==> src/rtl/reg_map_params_pkg.sv <==
// Purpose : shared constants and types for the register map and its EIM host bridge.
// Latency : n/a (package only).
// Backpressure: n/a (package only).
//
// Contents: EIM bridge FSM state enum, synchronizer depth, default read error
// pattern, default top register address and an address range helper.
package reg_map_params_pkg;

    // Depth of the strobe synchronizers in the EIM bridge.
    localparam int EIM_SYNC_STAGES = 2;

    // Value returned to the host when a register read never completes.
    localparam logic [15:0] EIM_RD_ERR_DATA = 16'hDEAD;

    // Highest register address decoded by the register map.
    localparam logic [15:0] EIM_ADDR_MAX = 16'h01FF;

    typedef enum logic [2:0] {
        ST_IDLE     = 3'd0,
        ST_ADDR     = 3'd1,
        ST_WR_WAIT  = 3'd2,
        ST_RD_REQ   = 3'd3,
        ST_RD_WAIT  = 3'd4,
        ST_RD_DRIVE = 3'd5,
        ST_END      = 3'd6
    } eim_bridge_state_t;

    function automatic logic addr_in_range(input logic [15:0] addr, input logic [15:0] addr_max);
        return addr <= addr_max;
    endfunction

endpackage

==> src/rtl/eim_sync2.sv <==
// Purpose : multi-flop synchronizer for one asynchronous active-low bus strobe.
// Latency : EIM_SYNC_STAGES eim_clk cycles from pin change to q.
// Backpressure: none; free-running sampler.
//
// Ports: eim_clk / eim_rst (async active-high), d = raw pin, q = synchronized pin.
// Resets to 1 so an idle (deasserted) strobe is seen during and after reset.
module eim_sync2
    import reg_map_params_pkg::*;
(
    input  logic eim_clk,
    input  logic eim_rst,
    input  logic d,
    output logic q
);

    logic [EIM_SYNC_STAGES-1:0] sync_sh;

    always_ff @(posedge eim_clk or posedge eim_rst) begin
        if (eim_rst) begin
            sync_sh <= '1;
        end else begin
            sync_sh <= {sync_sh[EIM_SYNC_STAGES-2:0], d};
        end
    end

    assign q = sync_sh[EIM_SYNC_STAGES-1];

endmodule

==> src/rtl/eim_reg_bridge.sv <==
// Purpose : EIM muxed AD bus slave -> single-cycle register map write/read requests.
// Latency : ~3 eim_clk from a strobe pin edge to the request; read data driven the cycle after read_data_en.
// Backpressure: RD_WAIT holds the bus read until read_data_en (or timeout when EIM_RD_TIMEOUT_EN is defined).
//
// Ports:
//   eim_clk, eim_rst                         clock / async active-high reset
//   eim_cs_n, eim_adv_n, eim_we_n, eim_oe_n  raw async host strobes (active low)
//   eim_ad_in / eim_ad_out / eim_ad_oe       muxed AD bus in, read data out, tristate enable
//   reg_addr, reg_data                       address / write data to the register map
//   reg_data_index, reg_read_index           one-cycle write strobe / read request
//   reg_read_out, read_data_en               read data and its valid from the register map
//   rd_timeout                               sticky read timeout flag
// Optional feature macro: EIM_RD_TIMEOUT_EN (read timeout counter and rd_timeout flag).
module eim_reg_bridge
    import reg_map_params_pkg::*;
#(
    parameter logic [15:0] ADDR_MAX    = EIM_ADDR_MAX,
    parameter int          RD_TIMEOUT  = 16,
    parameter logic [15:0] RD_ERR_DATA = EIM_RD_ERR_DATA
) (
    input  logic        eim_clk,
    input  logic        eim_rst,
    input  logic        eim_cs_n,
    input  logic        eim_adv_n,
    input  logic        eim_we_n,
    input  logic        eim_oe_n,
    input  logic [15:0] eim_ad_in,
    output logic [15:0] eim_ad_out,
    output logic        eim_ad_oe,
    output logic [15:0] reg_addr,
    output logic [15:0] reg_data,
    output logic        reg_data_index,
    output logic        reg_read_index,
    input  logic [15:0] reg_read_out,
    input  logic        read_data_en,
    output logic        rd_timeout
);

    logic cs_s, adv_s, we_s, oe_s;
    logic we_q;       // previous synced we, for rising-edge detection
    logic drive_q;    // FSM permission to drive the AD bus
    eim_bridge_state_t state;

    eim_sync2 u_sync_cs  (.eim_clk(eim_clk), .eim_rst(eim_rst), .d(eim_cs_n),  .q(cs_s));
    eim_sync2 u_sync_adv (.eim_clk(eim_clk), .eim_rst(eim_rst), .d(eim_adv_n), .q(adv_s));
    eim_sync2 u_sync_we  (.eim_clk(eim_clk), .eim_rst(eim_rst), .d(eim_we_n),  .q(we_s));
    eim_sync2 u_sync_oe  (.eim_clk(eim_clk), .eim_rst(eim_rst), .d(eim_oe_n),  .q(oe_s));

    // Gated with the raw pins so the bus is released as soon as the host
    // deasserts oe or cs, without waiting for the synchronizers.
    assign eim_ad_oe = drive_q & ~eim_oe_n & ~eim_cs_n;

`ifdef EIM_RD_TIMEOUT_EN
    localparam int CNT_W = (RD_TIMEOUT > 1) ? $clog2(RD_TIMEOUT) : 1;
    localparam logic [CNT_W-1:0] CNT_LAST = CNT_W'(RD_TIMEOUT - 1);
    logic [CNT_W-1:0] tmo_cnt;
`else
    // Keeps the timeout parameters referenced when the feature is compiled out.
    logic unused_cfg;
    assign unused_cfg = (^RD_ERR_DATA) ^ (RD_TIMEOUT != 0);
    assign rd_timeout = 1'b0;
`endif

    always_ff @(posedge eim_clk or posedge eim_rst) begin
        if (eim_rst) begin
            state          <= ST_IDLE;
            reg_addr       <= '0;
            reg_data       <= '0;
            reg_data_index <= 1'b0;
            reg_read_index <= 1'b0;
            eim_ad_out     <= '0;
            drive_q        <= 1'b0;
            we_q           <= 1'b1;
`ifdef EIM_RD_TIMEOUT_EN
            tmo_cnt        <= '0;
            rd_timeout     <= 1'b0;
`endif
        end else begin
            reg_data_index <= 1'b0;
            reg_read_index <= 1'b0;
            we_q           <= we_s;

            // Host ending the cycle early cancels whatever is in flight.
            if (state != ST_IDLE && cs_s) begin
                state   <= ST_IDLE;
                drive_q <= 1'b0;
            end else begin
                case (state)
                    ST_IDLE: begin
                        if (!cs_s && !adv_s) state <= ST_ADDR;
                    end
                    ST_ADDR: begin
                        if (!adv_s) begin
                            reg_addr <= eim_ad_in;
                        end else if (!we_s) begin
                            state <= ST_WR_WAIT;   // write wins if oe is also low
                        end else if (!oe_s) begin
                            state <= ST_RD_REQ;
                        end
                    end
                    ST_WR_WAIT: begin
                        if (!we_s) reg_data <= eim_ad_in;
                        if (we_s && !we_q) begin
                            reg_data_index <= addr_in_range(reg_addr, ADDR_MAX);
                            state          <= ST_END;
                        end
                    end
                    ST_RD_REQ: begin
`ifdef EIM_RD_TIMEOUT_EN
                        tmo_cnt <= '0;
`endif
                        if (addr_in_range(reg_addr, ADDR_MAX)) begin
                            reg_read_index <= 1'b1;
                            state          <= ST_RD_WAIT;
                        end else begin
                            eim_ad_out <= '0;
                            drive_q    <= 1'b1;
                            state      <= ST_RD_DRIVE;
                        end
                    end
                    ST_RD_WAIT: begin
                        if (read_data_en) begin
                            eim_ad_out <= reg_read_out;
                            drive_q    <= 1'b1;
                            state      <= ST_RD_DRIVE;
`ifdef EIM_RD_TIMEOUT_EN
                        end else if (tmo_cnt == CNT_LAST) begin
                            eim_ad_out <= RD_ERR_DATA;
                            rd_timeout <= 1'b1;
                            drive_q    <= 1'b1;
                            state      <= ST_RD_DRIVE;
                        end else begin
                            tmo_cnt <= tmo_cnt + 1'b1;
`endif
                        end
                    end
                    ST_RD_DRIVE: begin
                        if (oe_s) begin
                            drive_q <= 1'b0;
                            state   <= ST_END;
                        end
                    end
                    ST_END: begin
                        if (cs_s) state <= ST_IDLE;
                    end
                    default: begin
                        state   <= ST_IDLE;
                        drive_q <= 1'b0;
                    end
                endcase
            end
        end
    end

endmodule
==> config.mk <==
export PLATFORM = sky130hd
export DESIGN_NAME = eim_reg_bridge
export DESIGN_NICKNAME = d
export VERILOG_FILES = /design/src/rtl/reg_map_params_pkg.sv /design/src/rtl/eim_sync2.sv /design/src/rtl/eim_reg_bridge.sv
export SDC_FILE = /design/constraint.sdc
export NUM_CORES = 1
export LEC_CHECK = 0
export CAP_MARGIN = 20
export CORE_ASPECT_RATIO = 1.1
export CORE_MARGIN = 10
export CORE_UTILIZATION = 49
export DETAILED_ROUTE_END_ITERATION = 8
export PLACE_DENSITY = 0.86
export SYNTH_ARGS = -nofsm -noshare
export SYNTH_HDL_FRONTEND = slang
export SYNTH_HIERARCHICAL = 1
export SYNTH_SLANG_ARGS = --single-unit
==> constraint.sdc <==
create_clock -name eim_clk -period 3.44 [get_ports eim_clk]
set_input_delay 0.86 -clock eim_clk [delete_from_list [all_inputs] [get_ports eim_clk]]
set_output_delay 0.86 -clock eim_clk [all_outputs]
set_load 0.005 [all_outputs]
# [Word level (Yosys, flattened, before mapping)]
# Cells that the tools add are included.
[op_classes] n_lt_le_gt_ge=1 eq_ne=17 muxes=25 n_reduce_logical=15 bitwise_logic=7
[ops] cell="$mux 16" n=2
[ops] cell="$pmux 16 s2" n=1
[ops] cell="$mux 3" n=9
[ops] cell="$pmux 3 s7" n=1
[ops] cell="$le 16x9->1 const B" n=1
[ops] cell="$ne 3x3->1 const B" n=4
[ops] cell="$mux 1" n=11
[ops] cell="$eq 3x3->1 const B" n=3
[ops] cell="$ne 3x2->1 const B" n=3
[ops] cell="$reduce_and 4->1" n=2
[ops] cell="$reduce_and 7->1" n=1
[ops] cell="$eq 3x2->1 const B" n=2
[ops] cell="$reduce_and 3->1" n=2
[ops] cell="$not 1->1" n=5
[ops] cell="$ne 2x2->1 const B" n=2
[ops] cell="$ne 4x4->1 const B" n=1
[ops] cell="$pmux 1 s4" n=1
[ops] cell="$reduce_or 4->1" n=1
[ops] cell="$eq 3x1->1 const B" n=1
[ops] cell="$logic_and 1x1->1" n=3
[ops] cell="$logic_not 1->1" n=3
[ops] cell="$logic_not 3->1" n=1
[ops] cell="$reduce_bool 3->1" n=1
[ops] cell="$and 1x1->1" n=2
[ops] cell="2 further kinds" n=2
[word_totals] in_bits=39 output_inout_bits=52 word_cells=77 register_bits=63

# [Longest topological paths before layout]
[logic_depth] ltp_word=5 mapped_depth=6 depth_no_buf=4

# [Hierarchy]
# The synthesis kept the hierarchy.
[modules_own_cells] mod="eim_reg_bridge" n_inst=1 cells_each=195 seq_area_each_um2=1377.6 area_per_inst_um2=2458.6
[modules_own_cells] mod="eim_sync2" n_inst=4 cells_each=3 seq_area_each_um2=52.6 area_per_inst_um2=56.3

# [Least setup slack after synthesis]
# No wires, ideal clock.
[synth_timing] path_kind="input-to-output" start="in eim_oe_n" end="out eim_ad_oe" cell_stages=1 n_path_buf=0 arrival_time_ns=1.052 setup_slack_ns=1.528 required_time_ns=2.580 cell_sequence="nor3_1"
[synth_between] elab_chain_cells=3
[synth_lines] element="from (decl)" line="eim_reg_bridge.sv:26" source="input logic eim_oe_n,"
[synth_lines] element="$not 1->1" line="eim_reg_bridge.sv:51" source="assign eim_ad_oe = drive_q & ~eim_oe_n & ~eim_cs_n;"
[synth_lines] element="$and 1x1->1 (2 in a row)" line="eim_reg_bridge.sv:51"
[synth_lines] element="to (decl)" line="eim_reg_bridge.sv:29" source="output logic eim_ad_oe,"
# Every way passes these cells.

# [Worst setup path in the final report]
# Same ends and word-level chain as after synthesis.

==> results.cfg <==
[synth]
synthAdderAreaFrac_pct = 0.466
syn-num-nets = 247
yosys.cell_count.top_type = dfrtp_1
synth_warnings = 6
synthXorXnorAreaFrac_pct = 0
avgSynthCellArea_um2 = 13.0
syn_area_um2 = 2680
synth_ff_type = dfrtp_1
ys_ff_latch = 63
synth-compound-area-share_pct = 4.85
synth_enable_flop_cells = 0
synth.largest_area_cell = dfrtp_1
synth_top_area_share_pct = 50.3
synth_top_family_by_area = multiplexers
synthCells = 207
synthDistinctLibCells = 40
yosys-top-cells-area = dfrtp_1 (50%), mux2_2 (13%), dfstp_2 (8.8%), mux2i_1 (7.1%), inv_1 (3.4%)
ys_seq_area_share_pct = 59.2
synthSimpleGateAreaFrac_pct = 9.09
synth_common_cells = dfrtp_1 (54), mux2_2 (32), inv_1 (24)
synthArstFlopShare_pct = 100
yosys-mux-area-fraction_pct = 20.5

[routing]
first_pass_iters = 4
met3_length_um = 661
drcViolationCount = 0
highest_layer = met4
routedWlPerCell_um = 16.3
wirelength_met1_um = 2640
vias = 1875
drt_iter0_drc = 122
via_per_inst = 4.93
routed_wl_um = 6200
ant_nets = 0
wl_met2_um = 2750

[global_routing]
first_global_vias = 1982
grt_pass1_wl_um = 10300
overflow = 0
track_usage_pct = 14.8
antenna_found_initial = 0
grt_start_max_net_pins = 29

[clock_network]
tritoncts = yes
cts_root_buf = clkbuf_8
clkTransAtPathRegs_ps = 70
cts_made_buffers = 9
ctsHoldBuffers = 0
cts_setup_buffers = 0
clock_tree.htree_level_count = 3
clkSinkCount = 63
clock_latency_ps = 340
cts_buffer_depth = 2
cts_resized = 0

[sta]
finalSetupViolations = 0
grt_setup_unrepaired = false
finalCritPeriodShare_pct = 84.1
report.final.slew_viol_count = 0
fin_setup_tns_ps = 0
min_period_ps = 2890
finalHoldViolations = 0
fin_skew_ps = 7.63
fmax_mhz = 346
worst_slew_pin_slew_ps = 898
slew_headroom_pct = 40.1

[pwr]
irDropWorstVdd_mv = 0.541
leakage_nw = 1.58
power.density_nw_per_um2 = 816
power.total_w = 0.00314

[floorplanning]
die_area_um2 = 8840
chipHeight_um = 97.6
ioPinCount = 91
die_w_um = 90.6
rows = 28
coreArea_um2 = 5360
start_util_pct = 50.1

[worst_hold_path]
hold_start = u_sync_oe/sync_sh[0]
hold_end = u_sync_oe/sync_sh[1]
hold_path_depth = 0
hp-class = reg2reg

[finish]
antenna_cells = 0
drive_above_1_share_pct = 22.6
layout.cells.non_filler = 380
register_area_um2 = 1590
multi_input_area_um2 = 941
final_util_pct = 71.8
fillerInstances = 390
nets = 340
syn2layout_area_growth_pct = 43.5

[critical_path]
path_max_fanout = 2
crit_slowest_cell = clkdlybuf4s50_1
cp.arrival_ps = 2030
cp-start-kind = input pin
critPathMaxStageDelay_ps = 550
r2r-start = state[1]
path_class = in2out
crit_chain = clkdlybuf4s50_1, nor3_1, clkdlybuf4s50_1
cp-end-kind = output pin
cp_common_cell = clkdlybuf4s50_1
critPathRequiredTime_ps = 2580
r2r_end = reg_data[14]
reg2regPathDepth = 3
r2r_setup_slack_ps = 1230

[placement]
dp_hpwl_um = 4630
place_congestion = 0.763
dp_cells = 364
io_buffers = 89

[run]
drv_cap = 0

[run_status]
run_status = finished, final reports clean
==> state kept, by name, summed over array words and instances, names as in the netlist <==
name,count
we_q,1
reg_data,16
reg_data_index,1
u_sync_adv/sync_sh,2
u_sync_oe/sync_sh,2
state,3
u_sync_cs/sync_sh,2
reg_read_index,1
eim_ad_out,16
reg_addr,16
drive_q,1
u_sync_we/sync_sh,2
==> cells by family (layout without fill, tap and decap cells) <==
logic type,count (synthesis),after routing
flops,63,63
mux,51,51
simple gates,44,44
buf+inv,34,132
compound gates,13,13
fa+ha+maj,1,1
other cells,1,1
==> report_power, final <==
part           switching, W  internal, W  leakage (nW)  total [W]
Combinational      0.000425     0.000796         0.689    0.00122
Clock              0.000276     0.000405         0.102   0.000681
Sequential         0.000204      0.00104         0.787    0.00124
==> layout by cell type, fill, tap and decap left out, types with 2 or more instances in the layout <==
| master | synthesis | final |
|---|---|---|
| clkdlybuf4s50_1 | 0 | 89 |
| dfrtp_1 | 54 | 54 |
| mux2_2 | 32 | 32 |
| inv_1 | 24 | 23 |
| nand2_1 | 20 | 20 |
| mux2i_1 | 19 | 19 |
| clkbuf_8 | 0 | 9 |
| dfstp_2 | 9 | 9 |
| nor2_1 | 4 | 4 |
| nor4b_1 | 3 | 3 |
| nor4_1 | 3 | 3 |
| nand3_1 | 2 | 2 |
| or3_1 | 2 | 2 |
| bufinv_16 | 0 | 2 |
| clkinvlp_4 | 0 | 2 |
| clkinv_2 | 0 | 2 |
| buf_4 | 3 | 2 |
==> layer usage <==
layer  vias up  global-route usage, %
met3        10                   7.11
met2        76                   21.9
met5         -                      0
met4         0                   9.19
met1       905                   16.8
li1        884                      -
==> critical path: cells and delay by family <==
kind	cells	cell delay, ps
buffers and inverters	2	980
and+or+nand+nor	1	200
==> worst max-delay path by stage <==
stage	slack, ps	start	to	depth (start not counted)
2_1_floorplan	1240	eim_rst	drive_q	1
3_3_place_gp	610	eim_oe_n	eim_ad_oe	3
3_5_place_dp	540	eim_oe_n	eim_ad_oe	3
4_1_cts	520	eim_oe_n	eim_ad_oe	3
5_1_grt	490	eim_oe_n	eim_ad_oe	3
6_report	550	eim_oe_n	eim_ad_oe	3
==> through the flow <==
step / instance area, um2 / hold slack (ps) / worst slack (ps)
after floorplan: 2680 / 345 / 1240
after global placement: 3640 / 345 / 608
after detailed placement: 3640 / 350 / 537
after CTS: 3850 / 360 / 525
after global routing: 3850 / 358 / 489
final: 3850 / 354 / 546
==> layout make-up <==
cell class,count,area share [%]
clock inverter,6,2.21
timing repair buffer,92,24.0
inverter,24,2.34
multi-input combinational,110,24.4
tap,75,2.44
clock buffer,10,3.31
sequential,63,41.2
(Power assumes the default switching activity.)
==> patch 1: new RTL, config.mk and constraints unchanged <==
Re-encode `eim_bridge_state_t` (7 states) as one-hot, 7 bits wide.
--- a/src/rtl/reg_map_params_pkg.sv
+++ b/src/rtl/reg_map_params_pkg.sv
@@ -17,10 +17,10 @@
 
-    typedef enum logic [2:0] {
-        ST_IDLE     = 3'd0,
-        ST_ADDR     = 3'd1,
-        ST_WR_WAIT  = 3'd2,
-        ST_RD_REQ   = 3'd3,
-        ST_RD_WAIT  = 3'd4,
-        ST_RD_DRIVE = 3'd5,
-        ST_END      = 3'd6
+    typedef enum logic [6:0] {
+        ST_IDLE     = 7'b0000001,
+        ST_ADDR     = 7'b0000010,
+        ST_WR_WAIT  = 7'b0000100,
+        ST_RD_REQ   = 7'b0001000,
+        ST_RD_WAIT  = 7'b0010000,
+        ST_RD_DRIVE = 7'b0100000,
+        ST_END      = 7'b1000000
     } eim_bridge_state_t;
Check against the original RTL: no difference found for any inputs over 10 cycles, from zero or initial values and one cycle with eim_rst high; not proved beyond that.
==> patch 1 against the original RTL <==
  * Sequential cell count rose by 4
  * Cell area rose by 4.5%
  * Die area rose by 4.6%
  * Wire length rose by 14%
  * Largest cell class unchanged
  * Highest routed layer unchanged
  * Sequential share of layout area rose by 0.74 points
  * Worst setup slack improved by 0.018 ns
  * Area after synthesis rose by 5.9%
Power is not compared: it rests on default switching activity, and its combinational part moved more than twofold at a synthesized area within 25%.
==> patch 1: results (changes against the original RTL) <==
[global_routing]
grt_pass1_vias = 2275  ; +15%
grt_pass1_wl_mm = 11.6  ; +13%
grt_usage_pct = 16.0  ; +1.1 points
grt_max_degree = 60  ; +110%

[drt]
wl_per_cell_um = 17.5  ; +7.4%
drt_first_iter_violations = 208  ; +70%
vias = 2078  ; +11%
firstDrtPassIters = 5  ; +1

[logic_synthesis]
yosysUniqueCellTypes = 45  ; +13%
synthMuxAreaShare_pct = 18.3  ; -2.2 points
synth_cells = 226  ; +9.2%
synthesis.nets = 265  ; +7.3%
synth_compound_area_share_pct = 5.24  ; +0.39 points
yosysSeqAreaShare_pct = 59.4  ; +0.28 points
synth_area_leaders = dfrtp_1, mux2_2, dfstp_2, mux2i_1, inv_1
synth_fa_ha_area_share_pct = 0  ; -0.47 points

[final_layout]
instances_no_fill = 404  ; +6.3%
layout-drive-gt1-share_pct = 20.8  ; -1.8 points
nNetsFinal = 361  ; +6.2%
fillers = 393  ; +0.77%

[sta]
maxSlewHeadroom_pct = 60.9  ; +21 points
clock_skew_ns = 0.00959  ; +0.00196 ns
hold_ws_ns = 0.358  ; +0.00373 ns

[critical_path]
rrSetupSlack_ns = 1.21  ; -0.02 ns
rr_worst_depth = 5  ; +2
r2r-start = state[5]

[place]
hpwl_mm = 5.20  ; +12%
placedCellCount = 388  ; +6.6%
place_area_um2 = 3820  ; +5.1%

[status]
outcome = completed

[patch 1: kinds of logic (layout without fill, tap and decap cells)]
kind of cell | Yosys count | in the layout
xor gates and xnor gates | 1 | 1
and+or+nand+nor | 61 | 61
buffers and inverters | 31 | 132
other | 1 | 1
AOI/OAI and AO/OA | 17 | 17
DFF | 67 | 67
muxes | 48 | 48
[patch 1: stage by stage]
step | setup WS (ns) | utilization (%)
3_5_place_dp | 0.567 | 67.1
5_1_grt | 0.520 | 70.7
4_1_cts | 0.554 | 70.7
6_report | 0.564 | 70.7
3_3_place_gp | 0.572 | 67.1
2_1_floorplan | 1.13 | -
[patch 1: how the worst max path moves through the flow]
stage / end / slack, ns / cells after the start
3_3_place_gp: eim_ad_oe / 0.57 / 3
4_1_cts: eim_ad_oe / 0.55 / 3
2_1_floorplan: drive_q / 1.13 / 1
3_5_place_dp: eim_ad_oe / 0.57 / 3
5_1_grt: eim_ad_oe / 0.52 / 3
6_report: eim_ad_oe / 0.56 / 3
[patch 1: final cells by class]
type | count | area share [%]
multi-input combinational | 128 | 25.3
tap | 77 | 2.39
inverter | 23 | 2.14
clock buffer | 10 | 3.42
timing repair buffer | 93 | 23.2
clock inverter | 6 | 1.59
sequential | 67 | 42.0
[patch 1: power groups by stage]
stage / logic [uW] / registers [uW] / clock network [uW]
floorplan: 127 / 933 / 0
global placement: 348 / 935 / 0
detailed placement: 353 / 942 / 0
CTS: 356 / 928 / 672
global route: 383 / 939 / 707
finish: 349 / 928 / 656
[patch 1: worst max-delay path, delay by kind of cell]
kind          cells  cell delay [ns]
simple gates      1             0.21
buf+inv           2             0.96
[patch 1: per-layer routing]
layer  part of all wire (%)  vias up  global-route usage, %
met4                    2.2        0                   8.67
met2                     51       76                   26.3
li1                       -      972                      -
met3                    9.1       16                   6.94
met5                      0        -                      0
met1                     38     1014                   17.0
==> patch 2: new RTL, config.mk and constraints unchanged <==
Made on the original files. Build with the macro `EIM_RD_TIMEOUT_EN` defined.
--- a/src/rtl/eim_reg_bridge.sv
+++ b/src/rtl/eim_reg_bridge.sv
@@ -13,2 +13,4 @@
 // Optional feature macro: EIM_RD_TIMEOUT_EN (read timeout counter and rd_timeout flag).
+`define EIM_RD_TIMEOUT_EN
+
 module eim_reg_bridge
Behaviour: no difference found for any inputs over 10 cycles, from zero or initial values and one cycle with eim_rst high; that may be too few to reach the edited logic, so the function may still have changed.
==> patch 2 against the original RTL <==
  * Cell area is 7.1% higher
  * Worst setup slack better by 0.021 ns
  * Synthesized cell count is 14% higher
  * Largest power group unchanged
  * Clock power is 9.8% lower
  * Area after synthesis is 11% higher
  * Critical endpoint unchanged
  * Power is 3.5% lower
  * Sequential cell count is 5 higher
  * Sequential share of layout area is 0.28 points higher
  * Count of clock-buffer cells in the layout is 3 higher
  * Cell count is 7.9% higher
  * Wire length is 19% higher
==> patch 2: results (changes against the original RTL) <==
[global_routing]
grt_max_degree = 36  ; +24%
met3_usage_pct = 9.76  ; +2.7 points
grt_usage_pct = 16.3  ; +1.5 points
grtUsageMet1_pct = 18.0  ; +1.1 points
use_met2_pct = 24.8  ; +2.9 points

[sta]
tightest_slew_ns = 0.785  ; -0.113 ns
clock_skew_ns = 0.00489  ; -0.00274 ns

[drt]
firstDrtPassIters = 5  ; +1
routed_wl_mm = 7.39  ; +19%
met1_length_mm = 2.84  ; +7.5%
wl_met2_mm = 3.30  ; +20%

[logic_synthesis]
synthesis.nets = 277  ; +12%
yosysUniqueCellTypes = 39  ; -2.5%
yosysSeqAreaShare_pct = 57.6  ; -1.6 points
synthTopCellsByCount = dfrtp_1, mux2_2, inv_1, a21oi_1

[critical_path]
r2r_end = eim_ad_out[6]
arrival_ns = 2.01  ; -0.02 ns
r2r-start = state[0]

[status]
outcome = completed

[place]
place.gp.congestion = 0.826  ; +8.2%
portBuffers = 90  ; +1.1%
hpwl_mm = 5.53  ; +19%

[final_layout]
layout-drive-gt1-share_pct = 24.0  ; +1.4 points
fillers = 413  ; +5.9%
nNetsFinal = 369  ; +8.5%

[pwr]
ir_drop_mv = 0.550  ; +1.7%
p_leak_uw = 0.00189  ; +20%

[min_path]
min-delay-start = u_sync_adv/sync_sh[0]

patch 2: critical path, delay by kind of cell:
kind	cells	cell delay (ns)
simple gates	1	0.19
buf+inv	2	0.96
patch 2: how the worst max path moves through the flow:
stage | start | to | depth (start not counted)
after floorplan | eim_rst | drive_q | 1
after global routing | eim_oe_n | eim_ad_oe | 3
final | eim_oe_n | eim_ad_oe | 3
after detailed placement | eim_oe_n | eim_ad_oe | 3
after global placement | eim_oe_n | eim_ad_oe | 3
after CTS | eim_oe_n | eim_ad_oe | 3
patch 2: cell type report:
type	instances	area [um^2]	area share, %
Timing Repair Buffer	93	936	22.7
Inverter	21	78.8	1.91
Clock buffer	13	169	4.09
Sequential cell	68	1710	41.5
Tap cell	77	96.3	2.33
Clock inverter	3	20.0	0.485
Multi-Input combinational cell	135	1110	27.0
patch 2: logic make-up after synthesis:
kind of cell / Yosys count / share of synthesized area (%)
AO/OA/AOI/OAI: 31 / 6.35
buffers and inverters: 33 / 5.00
flip-flops: 68 / 57.6
adder cells (fa/ha/maj): 2 / 0.841
multiplexers: 50 / 20.0
AND/OR/NAND/NOR: 52 / 10.3
patch 2: where the power goes:
group	leakage [uW]	switching [uW]	internal, uW
registers	0.000854	205	1080
clock network	0.0000917	294	320
logic	0.000946	399	738
total	0.00189	898	2130
patch 2: stage by stage:
stage               instances  power, uW  instance area (um^2)  setup slack, ns
floorplan                 236       1780                  2980             1.10
global placement          394       2390                  3940            0.562
detailed placement        394       2440                  3940            0.561
CTS                       410       3070                  4130            0.556
global route              410       3230                  4130            0.495
finish                    410       3030                  4130            0.566
